[src/rtl/demux_route_pkg.sv]
// Shared types and constants for the demux_route_ctrl lane sequencer.
package demux_route_pkg;

  typedef enum logic {
    IDLE = 1'b0,
    SEND = 1'b1
  } state_e;

  localparam int N_LANES = 16;
  localparam int SEL_W = 4;
  localparam logic [SEL_W-1:0] LAST_LANE = 4'd15;

endpackage

[src/rtl/demux_route_timer.sv]
// Per-lane wait counter: counts stalled SEND cycles and flags expiry after TIMEOUT of them.
module demux_route_timer #(
  parameter int TIMEOUT = 15
) (
  input  logic clk,
  input  logic rst,
  input  logic clear,
  input  logic enable,
  output logic expired
);

  localparam logic [7:0] LIMIT = 8'(TIMEOUT - 1);

  logic [7:0] cnt_q;
  logic [7:0] cnt_d;

  // Expiry is seen on the stalled cycle that brings the count up to TIMEOUT.
  assign expired = enable && (cnt_q == LIMIT);

  always_comb begin
    cnt_d = cnt_q;
    if (clear || expired) begin
      cnt_d = '0;
    end else if (enable) begin
      cnt_d = cnt_q + 8'd1;
    end
  end

  always_ff @(posedge clk) begin
    if (rst) begin
      cnt_q <= '0;
    end else begin
      cnt_q <= cnt_d;
    end
  end

endmodule

[src/rtl/demux_route_ctrl.sv]
// Select-line sequencer for the 1-to-16 demux fabric (unicast and broadcast, lane timeout).
// Optional drop counter: define DEMUX_ROUTE_DROP_CNT_EN to add drop_cnt/drop_clr.
module demux_route_ctrl
  import demux_route_pkg::*;
#(
  parameter int DATA_W  = 8,
  parameter int TIMEOUT = 15
) (
  input  logic              clk,
  input  logic              rst,
  input  logic              in_valid,
  output logic              in_ready,
  input  logic [DATA_W-1:0] in_data,
  input  logic [SEL_W-1:0]  in_dest,
  input  logic              in_bcast,
  output logic [DATA_W-1:0] out_data,
  output logic [N_LANES-1:0] out_valid,
  input  logic [N_LANES-1:0] out_ready,
  output logic [SEL_W-1:0]  select,
  output logic              busy,
`ifdef DEMUX_ROUTE_DROP_CNT_EN
  output logic [7:0]        drop_cnt,
  input  logic              drop_clr,
`endif
  output logic              timeout_pulse
);

  // Handshake contract, both sides: a word moves on a cycle where valid and
  // ready are both high; valid never depends on ready within the same cycle.

  state_e              state_q, state_d;
  logic [SEL_W-1:0]    sel_q, sel_d;
  logic [DATA_W-1:0]   data_q, data_d;
  logic                bcast_q, bcast_d;
  logic                hs;
  logic                expired;
  logic                timer_en;

  assign hs       = (state_q == SEND) && out_ready[sel_q];
  assign timer_en = (state_q == SEND) && !hs;

  demux_route_timer #(.TIMEOUT(TIMEOUT)) u_timer (
    .clk     (clk),
    .rst     (rst),
    .clear   (!timer_en),
    .enable  (timer_en),
    .expired (expired)
  );

  always_comb begin
    state_d   = state_q;
    sel_d     = sel_q;
    data_d    = data_q;
    bcast_d   = bcast_q;
    in_ready  = 1'b0;
    out_valid = '0;
    case (state_q)
      IDLE: begin
        in_ready = !rst;
        if (in_valid && !rst) begin
          data_d  = in_data;
          sel_d   = in_bcast ? '0 : in_dest;
          bcast_d = in_bcast;
          state_d = SEND;
        end
      end
      SEND: begin
        out_valid = {{(N_LANES-1){1'b0}}, 1'b1} << sel_q;
        // A timeout advances the walk exactly like a completed handshake.
        if (hs || expired) begin
          if (bcast_q && (sel_q != LAST_LANE)) begin
            sel_d = sel_q + 4'd1;
          end else begin
            state_d = IDLE;
          end
        end
      end
      default: state_d = IDLE;
    endcase
  end

  always_ff @(posedge clk) begin
    if (rst) begin
      state_q <= IDLE;
      sel_q   <= '0;
      data_q  <= '0;
      bcast_q <= 1'b0;
    end else begin
      state_q <= state_d;
      sel_q   <= sel_d;
      data_q  <= data_d;
      bcast_q <= bcast_d;
    end
  end

  assign out_data      = data_q;
  assign select        = sel_q;
  assign busy          = (state_q != IDLE);
  assign timeout_pulse = expired && !rst;

`ifdef DEMUX_ROUTE_DROP_CNT_EN
  logic [7:0] drop_cnt_q, drop_cnt_d;

  always_comb begin
    drop_cnt_d = drop_cnt_q;
    if (drop_clr) begin
      drop_cnt_d = '0;
    end else if (timeout_pulse && (drop_cnt_q != 8'hFF)) begin
      drop_cnt_d = drop_cnt_q + 8'd1;
    end
  end

  always_ff @(posedge clk) begin
    if (rst) begin
      drop_cnt_q <= '0;
    end else begin
      drop_cnt_q <= drop_cnt_d;
    end
  end

  assign drop_cnt = drop_cnt_q;
`endif

endmodule

[config.mk]
export PLATFORM = sky130hd
export DESIGN_NAME = demux_route_ctrl
export DESIGN_NICKNAME = d
export VERILOG_FILES = /design/src/rtl/demux_route_pkg.sv /design/src/rtl/demux_route_timer.sv /design/src/rtl/demux_route_ctrl.sv
export SDC_FILE = /design/constraint.sdc
export NUM_CORES = 1
export LEC_CHECK = 0
export BUFFER_PORTS_ARGS = -buffer_cell sky130_fd_sc_hd__buf_2
export CAP_MARGIN = 20
export CELL_PAD_IN_SITES_DETAIL_PLACEMENT = 1
export CELL_PAD_IN_SITES_GLOBAL_PLACEMENT = 2
export CORE_UTILIZATION = 28
export CTS_BUF_LIST = sky130_fd_sc_hd__clkbuf_4
export DETAILED_ROUTE_END_ITERATION = 16
export PLACE_DENSITY = 0.92
export SLEW_MARGIN = 20
export SYNTH_ARGS = -nofsm -noshare
export SYNTH_HDL_FRONTEND = slang
export SYNTH_HIERARCHICAL = 1
export SYNTH_SLANG_ARGS = --single-unit
[constraint.sdc]
create_clock -name clk -period 7 [get_ports clk]
set_input_delay 1.05 -clock clk [delete_from_list [all_inputs] [get_ports clk]]
set_output_delay 1.05 -clock clk [all_outputs]
set_load 0.005 [all_outputs]
==> results of run 1 <==
## path summary, 6_finish.rpt
kind / from / to / slack (ps) / cells after the start
worst max-delay path: out_ready[1] / timeout_pulse / 2460 / 8
worst min-delay path: out_data[6]$_SDFFE_PP0P_ / out_data[6]$_SDFFE_PP0P_ / 480 / 2
worst max register to register: select[0]$_SDFFE_PP0P_ / select[0]$_SDFFE_PP0P_ / 3350 / 9
worst min register to register: out_data[6]$_SDFFE_PP0P_ / out_data[6]$_SDFFE_PP0P_ / 480 / 2
## stage by stage
stage | hold WS (ps) | power, uW | setup WS [ps]
after floorplan | 449 | 175 | 3070
after global placement | 458 | 196 | 2530
after detailed placement | 469 | 197 | 2460
after CTS | 491 | 256 | 2450
after global routing | 516 | 269 | 2300
final | 482 | 251 | 2460
## placed cells by master, fill, tap and decap left out, types with 4 or more instances in the layout
cell      instances
or3_1             4
nor2_1           17
nand2b_1         12
nand2_1          19
dfxtp_1          22
nor3_1            6
a21oi_1           7
buf_2            62
o21ai_0          13
inv_1             7
ha_1              8
## kinds of logic after synthesis
group | Yosys count
simple gates | 77
compound gates | 30
flops | 22
buf+inv | 15
fa+ha+maj | 8
mux | 6
xor+xnor | 4
## layout make-up
type                            instances  area [um2]  share of cell area [%]
Inverter                                7        26.3                    1.50
Sequential cell                        22         440                    25.1
Timing Repair Buffer                   62         310                    17.7
Tap cell                               67        83.8                    4.79
Clock buffer                            3        22.5                    1.29
Multi-Input combinational cell        125         865                    49.4
Clock inverter                          1        3.75                   0.214
## flip-flops by register name (all words and copies together) (netlist names)
name,count
busy,1
out_data,8
u_timer/cnt_q,8
bcast_q,1
select,4
## power by group through the flow
stage / clock network (uW) / registers, uW / logic, uW
after floorplan: 0 / 140 / 34.3
after global placement: 0 / 145 / 50.8
after detailed placement: 0 / 145 / 52.2
after CTS: 61.7 / 142 / 52.3
after global routing: 67.4 / 144 / 58.2
final: 58.3 / 142 / 51.2
## worst min-delay path, cell delays in order (launching register included)
cell      delay (ps)
dfxtp_1          330
nand2b_1          60
o21ai_0           60
## layer usage
metal  routed length (um)  share of wire, %  up-vias  GRT usage, %
li1                     -                 -      681             -
met1                 1660                47      629          19.3
met2                 1750                49       32          25.2
met3                  121               3.4        4          2.50
met4                   35              0.98        0          2.61
met5                    0                 0        -             0
==> impl_metrics.json, run 1 <==
{
  "status": "finished, final reports clean",
  "cts_made_buffers": 3,
  "clk_pin_slew_worst_paths_ps": 110,
  "dp_hpwl_mm": 2.87,
  "critPathArrivalTime_ps": 3490,
  "hold_viol": 0,
  "dpl_cell_area_um2": 1730,
  "cts_tree": "yes",
  "viasPerCell": 4.69,
  "synthCells": 162,
  "yosysWarnings": 6,
  "synth_top_family_by_area": "simple AND/OR/NAND/NOR gates",
  "insertion_delay_ps": 300,
  "finalWirelength_mm": 3.57,
  "maxSlewHeadroom_pct": 36.5,
  "synth.most_common_cell": "dfxtp_1",
  "p_clk_share_pct": 23.2,
  "post_synth_num_cell_types": 37,
  "cts_hold_buf": 0,
  "cellLeakagePower_uw": 0.000759,
  "nets": 261,
  "finalCritPeriodShare_pct": 64.9,
  "grt_usage_pct": 14.6,
  "peakVddDrop_mv": 0.0718,
  "syn_nets": 202,
  "ys_top_cells_by_area": "dfxtp_1 32%, ha_1 7.3%, mux4_1 5.8%",
  "maxSlewViolCount": 0,
  "yosys_register_bits": 22,
  "skew_ps": 7.52,
  "drc": 0,
  "clock.fmax_mhz": 220,
  "cts_root_buf": "clkbuf_4",
  "synth_edf_count": 0,
  "dieArea_um2": 5170,
  "drt-pass1-iter-count": 4,
  "synthXorXnorAreaFrac_pct": 2.56,
  "power.net_switching_uw": 72.1,
  "rsz0062_at_grt": "no",
  "synthArstFlopShare_pct": 0,
  "portBuffers": 62,
  "synthMuxAreaShare_pct": 9.87,
  "antenna_found_initial": 0,
  "seqPwrFrac_pct": 56.4,
  "setup_viol": 0,
  "synth_top_area_share_pct": 32.2,
  "antenna_left": 0,
  "powerDensity_nw_per_um2": 143,
  "synth_ff_type": "dfxtp_1",
  "cts_setup_buffers": 0,
  "avgSynthCellArea_um2": 8.45,
  "drt-initial-drc-count": 35,
  "yosysTopAreaCell": "dfxtp_1",
  "core_area_um2": 4720,
  "fill_cells": 606,
  "slowest_stage": "mux4_2",
  "holdCritPathClass": "flop to flop",
  "switching_share_pct": 28.7,
  "path_cells": "buf_2 -> mux4_1 -> mux4_2 -> nor2_1 -> nand3_1 -> nor4_1 -> nor2b_1 -> buf_2",
  "combPwrFrac_pct": 20.4,
  "drive_above_1_share_pct": 34.1,
  "fp-row-count": 25,
  "cts_resized": 0,
  "area_growth_pct": 28.0,
  "cpPeakStageDelay_ps": 530,
  "utilization_pct": 37.1,
  "synth_common_cells": "22 x dfxtp_1, 19 x nand2_1, 17 x nor2_1, 13 x o21ai_0, 12 x nand2b_1",
  "h-tree-depth": 1,
  "cts_sinks": 22,
  "grt_max_degree": 20,
  "gp_congestion": 0.728,
  "initial_core_util_pct": 29.0,
  "cp_top_family": "simple AND/OR/NAND/NOR gates",
  "fin_crit_ps": 4540,
  "antenna_cells": 0,
  "worst_pin_slew_ps": 948,
  "synth_area_um2": 1370,
  "intPower_uw": 179,
  "dp_cells": 283,
  "io_pins": 63,
  "die_h_um": 71.9,
  "wl_per_cell_um": 12.4,
  "first_global_vias": 1269,
  "crit_buf_inv": 2,
  "cap_viol_max_count": 0,
  "ys_seq_area_share_pct": 32.2,
  "synthSimpleGateAreaFrac_pct": 28.8,
  "routed-via-count": 1346,
  "gr-total-overflow": 0,
  "grt_pass1_wl_mm": 6.03,
  "synthAdderAreaFrac_pct": 7.31,
  "instances_no_fill": 287,
  "setup-tns-final_ps": 0,
  "cp_max_fo": 9,
  "critPathLaunchType": "primary input",
  "synth_compound_area_share_pct": 14.3,
  "cp_data_required_time_ps": 5950,
  "die_w_um": 71.9,
  "cp-end-kind": "output port",
  "cpMostUsedCell": "buf_2",
  "postLayoutCellArea_um2": 1750,
  "worstSetupPathType": "primary input to output port",
  "ctsLongestPathBuffers": 2
}
No activity file was read; power rests on OpenSTA's default activity.
==> run 2: changes to the inputs <==
CORE_UTILIZATION = 26   (was 28)
PLACE_DENSITY = 0.87   (was 0.92)
clock period = 4.6 ns   (was 7 ns; I/O delays follow)
==> run 2 against run 1 <==
Compared with the run above:
- critical path depth unchanged
- utilization is 1.8 points lower
- critical path type is now flop to output port
- total power up 77%
- design area increased by 2.1%
- worst setup slack worse by 1700 ps
- register-to-register slack got worse by 2200 ps
- clock skew rose by 12 ps
- non-clock buffer count is 1 higher
- hold slack improved by 3.7 ps
==> impl_metrics.json, run 2 (same netlist as run 1, synthesis figures left out) <==
{
  "status": "finished, final reports clean",
  "first_global_vias": 1226,
  "dpl_cell_area_um2": 1740,
  "worstSetupPathType": "flop to output port",
  "portBuffers": 62,
  "antenna_found_initial": 0,
  "cts_tree": "yes",
  "use_met2_pct": 21.6,
  "finalCritPeriodShare_pct": 82.7,
  "dp_hpwl_mm": 2.74,
  "setup_viol": 0,
  "top_usage_layer": "met2",
  "ctsLongestPathBuffers": 2,
  "viasPerCell": 4.58,
  "cts_hold_buf": 0,
  "cap_viol_max_count": 0,
  "use_met3_pct": 3.52,
  "insertion_delay_ps": 320,
  "die_h_um": 74.6,
  "min_to": "out_data[1]$_SDFFE_PP0P_",
  "cts_root_buf": "clkbuf_4",
  "hold_ws_ps": 486,
  "seq_area_um2": 440,
  "holdCritPathClass": "flop to flop",
  "wl_per_cell_um": 12.3,
  "setup-tns-final_ps": 0,
  "die_w_um": 74.6,
  "hold_start": "out_data[1]$_SDFFE_PP0P_",
  "drt-pass1-iter-count": 4,
  "gr-total-overflow": 0,
  "io_pins": 63,
  "postLayoutCellArea_um2": 1790,
  "routed-via-count": 1334,
  "hold_depth": 2,
  "dieArea_um2": 5560,
  "critPathArrivalTime_ps": 3110,
  "finalWirelength_mm": 3.58,
  "place_ws_ps": 1060,
  "cts_sinks": 22,
  "cts_made_buffers": 3,
  "drc": 0,
  "maxSlewViolCount": 0,
  "peakVddDrop_mv": 0.117,
  "area_growth_pct": 30.7,
  "hold_viol": 0,
  "nets": 262,
  "fp-row-count": 26,
  "antenna_left": 0,
  "maxSlewHeadroom_pct": 34.1,
  "initial_core_util_pct": 27.0,
  "grt_max_degree": 20,
  "multiInputGateArea_um2": 865,
  "drive_above_1_share_pct": 34.8,
  "r2r-end": "select[0]$_SDFFE_PP0P_",
  "clk_pin_slew_worst_paths_ps": 140,
  "cp_max_fo": 11,
  "cellLeakagePower_uw": 0.000777,
  "grt_usage_pct": 13.9,
  "cts_resized": 0,
  "clock.fmax_mhz": 263,
  "rsz0062_at_grt": "no",
  "skew_ps": 20.0,
  "antenna_cells": 0,
  "worst_pin_slew_ps": 984,
  "cp-end-kind": "output port",
  "layout_commonest_cell": "buf_2",
  "critPathLaunchType": "flop",
  "r2r_setup_slack_ps": 1200,
  "gp_congestion": 0.701,
  "core_area_um2": 5070,
  "rr_startpoint": "select[0]$_SDFFE_PP0P_",
  "fin_crit_ps": 3800,
  "r2r_cells": 10,
  "grt_pass1_wl_mm": 5.90,
  "powerDensity_nw_per_um2": 248,
  "cp_data_required_time_ps": 3910,
  "worst_slack_ps": 798,
  "final_cell_mix": "62 x buf_2, 22 x dfxtp_1, 19 x nand2_1",
  "grt_use_met1_pct": 19.1,
  "h-tree-depth": 1,
  "drt-initial-drc-count": 78,
  "cts_setup_buffers": 0,
  "fill_cells": 641
}
## run 2: area by class of cell
type | count | area share [%]
clock inverters | 1 | 1.68
flip-flops and latches | 22 | 24.6
well taps | 70 | 4.90
repair buffers | 63 | 17.8
inverters | 7 | 1.47
clock buffers | 3 | 1.26
multi-input cells | 125 | 48.3
## run 2: stage by stage
stage	std cells	power, uW	utilization, %
6_report	291	444	35.3
5_1_grt	291	475	35.3
4_1_cts	291	452	35.3
3_5_place_dp	287	300	34.2
3_3_place_gp	287	299	34.2
2_1_floorplan	162	266	-
## run 2: per-layer routing
layer  vias to the layer above  part of all wire [%]
li1                        683                     -
met1                       631                    49
met2                        18                    48
met3                         2                   2.9
met4                         0                  0.53
met5                         -                     0
## run 2: power breakdown
part | total, uW | switching (uW) | leakage (uW) | internal [uW]
clock | 150 | 61.6 | 0.0000279 | 88.1
sequential | 216 | 15.3 | 0.000180 | 201
combinational | 78.1 | 36.8 | 0.000569 | 41.3
## run 2: worst max-delay path: stages, from the launching register on
cell and delay [ps]:
dfxtp_1 610, mux4_1 600, mux4_2 540, nor2_1 140, buf_4 180, nand3_1 130, nor4_1 330, nor2b_1 160
buf_2 120
## run 2: worst max-delay path by stage
| stage | from | end | slack [ps] | cells after the start |
|---|---|---|---|---|
| 2_1_floorplan | out_ready[13] | timeout_pulse | 1390 | 7 |
| 3_3_place_gp | out_ready[5] | timeout_pulse | 1130 | 9 |
| 3_5_place_dp | out_ready[13] | timeout_pulse | 1060 | 9 |
| 4_1_cts | select[0]$_SDFFE_PP0P_ | timeout_pulse | 740 | 8 |
| 5_1_grt | select[0]$_SDFFE_PP0P_ | timeout_pulse | 510 | 8 |
| 6_report | select[0]$_SDFFE_PP0P_ | timeout_pulse | 800 | 8 |
